File: config.mk
export PLATFORM = sky130hd
export DESIGN_NAME = pipe_stage_skid_flat
export DESIGN_NICKNAME = d
export VERILOG_FILES = /design/src/rtl/pipe_stage_skid_if.sv /design/src/rtl/pipe_stage_skid.sv /design/src/flat_wrapper.sv
export SDC_FILE = /design/constraint.sdc
export NUM_CORES = 1
export LEC_CHECK = 0
export ABC_AREA = 1
export BUFFER_PORTS_ARGS = -buffer_cell sky130_fd_sc_hd__buf_2
export CAP_MARGIN = 20
export CORE_MARGIN = 3
export CORE_UTILIZATION = 50
export DETAILED_ROUTE_END_ITERATION = 6
export GPL_TIMING_DRIVEN = 0
export PLACE_DENSITY = 0.73
export SYNTH_ARGS = -nofsm -noshare
export SYNTH_HDL_FRONTEND = slang
export SYNTH_SLANG_ARGS = --single-unit
File: constraint.sdc
create_clock -name CLK -period 2.2 [get_ports CLK]
set_input_delay 0.33 -clock CLK [delete_from_list [all_inputs] [get_ports CLK]]
set_output_delay 0.33 -clock CLK [all_outputs]
set_load 0.01 [all_outputs]
File: src/rtl/pipe_stage_skid_if.sv
// Valid/ready payload channel between two pipeline stages.
// The producer side uses modport master; the consumer side uses modport slave.
// W sets the payload width and must match the attached stage's PAYLOAD_W.
interface pipe_stage_skid_if #(
  parameter int W = 75
) ();

  logic         valid;
  logic         ready;
  logic [W-1:0] data;

  // Producer drives valid and data, and observes ready.
  modport master (
    output valid,
    output data,
    input  ready
  );

  // Consumer observes valid and data, and drives ready.
  modport slave (
    input  valid,
    input  data,
    output ready
  );

endinterface

File: src/rtl/pipe_stage_skid.sv
// Purpose: inter-stage pipeline register with a valid/ready handshake, a 2-entry skid buffer and a sync flush.
// Latency: 1 falling edge from in to out; full throughput when downstream is ready.
// Backpressure: in_ready (up.ready) is a pure decode of state, so it never depends combinationally on out_ready.
// Optional: defining PIPE_STAGE_BUBBLE_CNT_EN adds the bubble_cnt port and a saturating bubble counter.
module pipe_stage_skid #(
  parameter int PAYLOAD_W  = 75,
  parameter bit CLEAR_DATA = 1'b1
`ifdef PIPE_STAGE_BUBBLE_CNT_EN
  ,
  parameter int CNT_W      = 16
`endif
) (
  input  logic                 CLK,
  input  logic                 Resetn,
  input  logic                 flush,
  pipe_stage_skid_if.slave     up,
  pipe_stage_skid_if.master    dn,
`ifdef PIPE_STAGE_BUBBLE_CNT_EN
  output logic [CNT_W-1:0]     bubble_cnt,
`endif
  output logic [1:0]           occupancy
);

  // State encoding equals the occupancy count.
  typedef enum logic [1:0] {
    ST_EMPTY = 2'd0,
    ST_ONE   = 2'd1,
    ST_FULL  = 2'd2
  } state_t;

  state_t               state_q;
  state_t               state_nxt;

  // M is the head entry and drives out_data; S catches the beat that arrives while the head is stalled.
  logic [PAYLOAD_W-1:0] m_q;
  logic [PAYLOAD_W-1:0] s_q;

  logic                 in_rdy;
  logic                 out_vld;
  logic                 out_rdy;
  logic                 in_vld;
  logic [PAYLOAD_W-1:0] in_data;
  logic [PAYLOAD_W-1:0] out_data;
  logic                 push;
  logic                 pop;

  assign in_vld   = up.valid;
  assign in_data  = up.data;
  assign out_rdy  = dn.ready;
  assign up.ready = in_rdy;
  assign dn.valid = out_vld;
  assign dn.data  = out_data;

  // A handshake happens only where both sides agree. A stray in_valid while full, or out_ready while empty, does nothing.
  assign push = in_vld & in_rdy;
  assign pop  = out_vld & out_rdy;

  // State register. All pipeline state moves on the falling edge.
  always_ff @(negedge CLK or negedge Resetn) begin
    if (!Resetn) begin
      state_q <= ST_EMPTY;
    end else begin
      state_q <= state_nxt;
    end
  end

  // Next-state logic. A flush squashes everything, including a push on the same edge.
  always_comb begin
    state_nxt = state_q;
    if (flush) begin
      state_nxt = ST_EMPTY;
    end else begin
      case (state_q)
        ST_EMPTY: if (push) state_nxt = ST_ONE;
        ST_ONE: begin
          if (push && !pop)      state_nxt = ST_FULL;
          else if (!push && pop) state_nxt = ST_EMPTY;
          else                   state_nxt = ST_ONE;
        end
        // FULL cannot push (in_ready is low), so only a pop moves it.
        ST_FULL:  if (pop) state_nxt = ST_ONE;
        default:  state_nxt = ST_EMPTY;
      endcase
    end
  end

  // Output decode. Both flags come straight from the state register.
  always_comb begin
    occupancy = state_q;
    in_rdy    = (state_q != ST_FULL);
    out_vld   = (state_q != ST_EMPTY);
    out_data  = m_q;
    // Bubbles present all-zero payload, so a stray RegWr cannot leak downstream.
    if (CLEAR_DATA && !out_vld) begin
      out_data = '0;
    end
  end

  // Payload registers. They follow the same transitions as the FSM, so ordering stays strictly FIFO.
  always_ff @(negedge CLK or negedge Resetn) begin
    if (!Resetn) begin
      m_q <= '0;
      s_q <= '0;
    end else if (flush) begin
      if (CLEAR_DATA) begin
        m_q <= '0;
        s_q <= '0;
      end
    end else begin
      case (state_q)
        ST_EMPTY: begin
          if (push) m_q <= in_data;
        end
        ST_ONE: begin
          if (push && pop) begin
            m_q <= in_data;
          end else if (push) begin
            s_q <= in_data;
          end else if (pop && CLEAR_DATA) begin
            m_q <= '0;
            s_q <= '0;
          end
        end
        ST_FULL: begin
          if (pop) begin
            m_q <= s_q;
            if (CLEAR_DATA) s_q <= '0;
          end
        end
        default: begin
          m_q <= m_q;
        end
      endcase
    end
  end

`ifdef PIPE_STAGE_BUBBLE_CNT_EN
  // Count edges where downstream was ready but starved. The count saturates, and only reset clears it.
  always_ff @(negedge CLK or negedge Resetn) begin
    if (!Resetn) begin
      bubble_cnt <= '0;
    end else if (!out_vld && out_rdy && (bubble_cnt != {CNT_W{1'b1}})) begin
      bubble_cnt <= bubble_cnt + CNT_W'(1);
    end
  end
`endif

endmodule

File: src/flat_wrapper.sv
// flat-port wrapper written by rule: the top's interface ports become plain ports
module pipe_stage_skid_flat 
#(
  parameter int PAYLOAD_W  = 75,
  parameter bit CLEAR_DATA = 1'b1

)
  (CLK, Resetn, flush, occupancy, up_valid, up_data, up_ready, dn_valid, dn_data, dn_ready);
  pipe_stage_skid_if #(.W((75))) up_i ();
  pipe_stage_skid_if #(.W((75))) dn_i ();
  input  logic CLK;
  input  logic Resetn;
  input  logic flush;
  output logic [1:0] occupancy;
  input wire logic [$bits(up_i.valid)-1:0] up_valid;
  input wire logic [$bits(up_i.data)-1:0] up_data;
  output wire logic [$bits(up_i.ready)-1:0] up_ready;
  output wire logic [$bits(dn_i.valid)-1:0] dn_valid;
  output wire logic [$bits(dn_i.data)-1:0] dn_data;
  input wire logic [$bits(dn_i.ready)-1:0] dn_ready;
  assign up_i.valid = up_valid;
  assign up_i.data = up_data;
  assign up_ready = up_i.ready;
  assign dn_valid = dn_i.valid;
  assign dn_data = dn_i.data;
  assign dn_i.ready = dn_ready;
  pipe_stage_skid #(.PAYLOAD_W(PAYLOAD_W), .CLEAR_DATA(CLEAR_DATA)) u_core (.CLK(CLK), .Resetn(Resetn), .flush(flush), .up(up_i), .dn(dn_i), .occupancy(occupancy));
endmodule
After elaboration in Yosys (flattened, before gate mapping)
Index checks and enable logic that the tools add are counted.
- divide/modulo/power cells: 0
- bitwise operators: 2
- muxes and demuxes: 19
- reduce and logical (&&, ||, !) cells: 12
- shift-type cells: 0
- magnitude comparators: 0
- add/subtract/negate cells: 0
- equality and inequality tests: 8
- multiply operators: 0
- operators with widths (cell ; count):
    two-way mux 75 bit ; 11
    one-hot mux 75 bit (3 select lines) ; 1
    one-hot mux 75 bit (2 select lines) ; 1
    two-way mux 2 bit ; 4
    != test 3 x 2 -> 1 bit, second input constant ; 2
    one-hot mux 2 bit (3 select lines) ; 1
    AND reduction 5 bit ; 1
    != test 4 x 2 -> 1 bit, second input constant ; 1
    != test 4 bit, second input constant ; 1
    AND reduction 2 bit ; 2
    nonzero test 4 bit ; 1
    logical AND 1 bit ; 3
    != test 3 bit, second input constant ; 1
    nonzero test 3 bit ; 1
    AND 1 bit ; 2
    equality test 2 x 1 -> 1 bit, second input constant ; 1
    equality test 2 bit, second input constant ; 1
    zero test 1 bit ; 2
    zero test 2 bit ; 1
    != test 2 bit, second input constant ; 1
    nonzero test 2 bit ; 1
    two-way mux 1 bit ; 1
- flip-flop bits (word level): 152
- memory bits (writable): 0
- memories kept: 0
- bits in read-only memories: 0
- latch bits: 0
- logic and storage cells: 44
- output and inout port bits: 79

Longest topological paths before layout
- word-level depth: 8
- depth in mapped cells: 14

==> key figures <==
Pwr
  • Power Internal: 10.6 mW
  • Comb pwr share: 59.6%
  • Sequential Power Share: 24.1%
  • Sw Ratio: 43.3%
  • Leak: 6.45 nW
  • VDD IR max: 0.847 mV
  • PwrDens: 1370 mW/mm2
  • Clock share of power: 16.3%
  • Switching pwr: 8.06 mW

Worst hold path
  • Hold depth: 2
  • Hold Path Sink: u_core.m_q[44]
  • Worst Hold Class: reg2reg
  • HP Start: u_core.m_q[44]

Finish
  • Reg area: 0.00380 mm2
  • Commonest non-fill, non-tap cells in the layout: 205 x nand2_1, 165 x o21ai_0, 152 x dfrtn_1
  • Layout cells sized above 1: 46.3%
  • Commonest non-fill, non-tap cell in the layout: nand2_1
  • Post-route design area: 0.0136 mm2
  • Nets: 1447
  • Fill cells: 732
  • Area taken by multi-input logic gates: 0.00498 mm2
  • Final core utilization: 87.8%
  • Area growth syn-to-layout: 69.0%

Clock network
  • Num CTS Buffers: 17
  • Clock slew at reported path FFs: 0.05 ns
  • Clk_lat worst skew: 0.41 ns
  • Root buffer cell: clkbuf_16
  • Clk sinks: 152
  • H-tree Lvls: 4
  • CTS tree: yes
  • Maximum clock path buffer count: 2
  • Post-CTS Hold Buffers: 0

Setup path
  • Crit path max-delay family: buffers and inverters
  • Cells along the critical path: inv_2 -> ha_4 -> buf_4 -> clkbuf_16 -> nor2_2 -> buf_2
  • CP max stage cell: dfrtn_1
  • Worst setup SP type: register
  • Worst Path Buf+Inv: 4
  • Critical path capture point type: output pin
  • Worst Path Max Fanout: 5
  • FF-to-FF End: u_core.s_q[4]
  • Reg2Reg Depth: 16
  • Crit Reg-Reg Startpoint: u_core.occupancy[0]
  • Crit path kind: reg2out
  • Worst EP arrival: 2.84 ns
  • Req. time, crit path: 1.87 ns
  • R2R Setup Slk: -0.25 ns
  • Critical path's largest stage delay: 0.44 ns

Place
  • Placed inst area: 0.00988 mm2
  • # port buffers: 158
  • Dpl hpwl: 14800 um
  • GP Congestion: 0.875

Logic synthesis
  • Yosys reg bits: 152
  • Post-synthesis sequential area ratio: 47.3%
  • Mapped Area: 0.00805 mm2
  • Synth unique cells: 18
  • YS warnings: 0
  • Top cells by area, synth: dfrtn_1 47%, nand2_1 15%, o21ai_0 14%
  • Synth area leader: dfrtn_1
  • Syn_area_per_cell: 7.25 um2
  • Syn_nets: 1196
  • Synth top area share: 47.3%
  • Syn Inst Count: 1109

GRT
  • Largest net degree at the start of global routing: 88
  • First-pass GRT wire length: 41400 um
  • Vias in the first global route: 8038
  • Global route overflow: 0
  • Initial antenna violation count: 4
  • Total track usage: 29.0%

Floorplan
  • Core box area: 0.0155 mm2
  • Starting Density: 52.0%
  • FP Rows: 45
  • I/O pin count: 159
  • Chip Height: 133 um
  • Die X-Extent: 133 um
  • Die area: 0.0176 mm2

Drt
  • Wire per inst: 20.0 um
  • Via Count: 9250
  • Initial DRC count: 1050
  • # DRC: 0
  • Routed vias/inst: 5.83
  • Routed Wire Length: 31700 um
  • DR pass1 iterations: 6
  • Post-DRT Antenna Nets: 0

Timing
  • RSZ-0062 raised after global routing: yes
  • Final setup vio count: 229
  • Final setup margin: -0.970 ns
  • Final Slew Violations: 0
  • Slew HR: 43.1%
  • Hold Vio Cnt, Final: 0
  • Tightest Pin Transition: 0.853 ns
  • Layout Skew: 0.00793 ns

Status
  • Failing checks: negative setup slack
  • Status: complete, but fails checks

Flow run
  • Maxcap violations: 0
## routing by layer
| metal | global-route usage [%] | wire length, um |
|---|---|---|
| met5 | 0 | 11 |
| met4 | 10.5 | 1780 |
| met3 | 5.59 | 2760 |
| met2 | 46.1 | 15200 |
| met1 | 39.6 | 12000 |
## registers in the layout, indices dropped and copies added, names as in the netlist
signal            flops
u_core.m_q           75
u_core.s_q           75
u_core.occupancy      2
## metrics by stage
stage,instances,power [mW],worst slack (ns),setup TNS (ns),hold WS (ns)
2_1_floorplan,1109,9.30,-0.539,-61.00,0.409
3_3_place_gp,1478,10.8,-2.47,-504.60,0.422
3_5_place_dp,1479,10.9,-0.712,-138.57,0.425
4_1_cts,1569,16.1,-0.882,-73.07,0.428
5_1_grt,1587,19.5,-0.971,-103.22,0.435
6_report,1587,18.6,-0.970,-96.26,0.422
## final cells by class
class	instances	share of cell area, %
multi-input combinational	716	36.6
sequential	152	28.0
antenna	3	0.0552
inverter	160	4.69
clock buffer	19	3.18
timing repair buffer	241	18.0
clock inverter	13	1.13
tap	211	1.94
buffer	72	6.41
## Yosys cell counts
cell type / n
buf_1: 2
clkbuf_1: 44
buf_6: 1
dfrtn_1: 152
o21ai_1: 1
a31oi_1: 1
nand2_1: 314
o22ai_1: 75
buf_2: 29
ha_1: 7
nor2_2: 2
nand3_1: 3
nor2_1: 83
o21ai_0: 227
inv_2: 2
inv_1: 158
nor3_1: 3
buf_8: 5
## cell families (layout without fill, tap and decap cells)
group	Yosys count	count (layout)	synth area share (%)
AND/OR/NAND/NOR	405	405	19.1
adder cells (fa/ha/maj)	7	7	1.09
buffers and inverters	241	505	12.5
other	0	3	0
flip-flops	152	152	47.3
AO/OA/AOI/OAI	304	304	20.1
## how the worst max path moves through the flow
stage	from	to	slack (ns)	depth (start not counted)
floorplan	u_core.occupancy[1]	dn_data[24]	-0.54	6
global placement	Resetn	u_core.m_q[60]	-2.47	1
detailed placement	u_core.occupancy[1]	dn_data[69]	-0.71	7
finish	u_core.occupancy[1]	dn_data[23]	-0.97	6
global route	u_core.occupancy[1]	dn_data[23]	-0.97	6
CTS	u_core.occupancy[1]	dn_data[69]	-0.88	6
## power by group through the flow
stage	registers, mW	logic (mW)	clock network, mW
5_1_grt	4.57	11.8	3.13
2_1_floorplan	4.33	4.97	0
3_3_place_gp	4.41	6.39	0
6_report	4.48	11.1	3.03
3_5_place_dp	4.44	6.51	0
4_1_cts	4.40	8.78	2.96
## worst register-to-register path, delay by kind of cell (launching register included)
family                     cells  cell delay (ns)
DFF                            1             0.43
and+or+nand+nor                5             0.52
AOI/OAI and AO/OA              1             0.07
adders and majority gates      1             0.22
buffers and inverters          9             1.05
## timing repair
action / in CTS / in global routing
endpoints found under the setup margin: 215 / 231
buffers inserted: 41 / 18
endpoints found under the hold margin: 0 / 0
pin swaps: 20 / 52
gates cloned: 22 / 13
resized for setup: 236 / 346
Power figures use the tool's default switching activity.
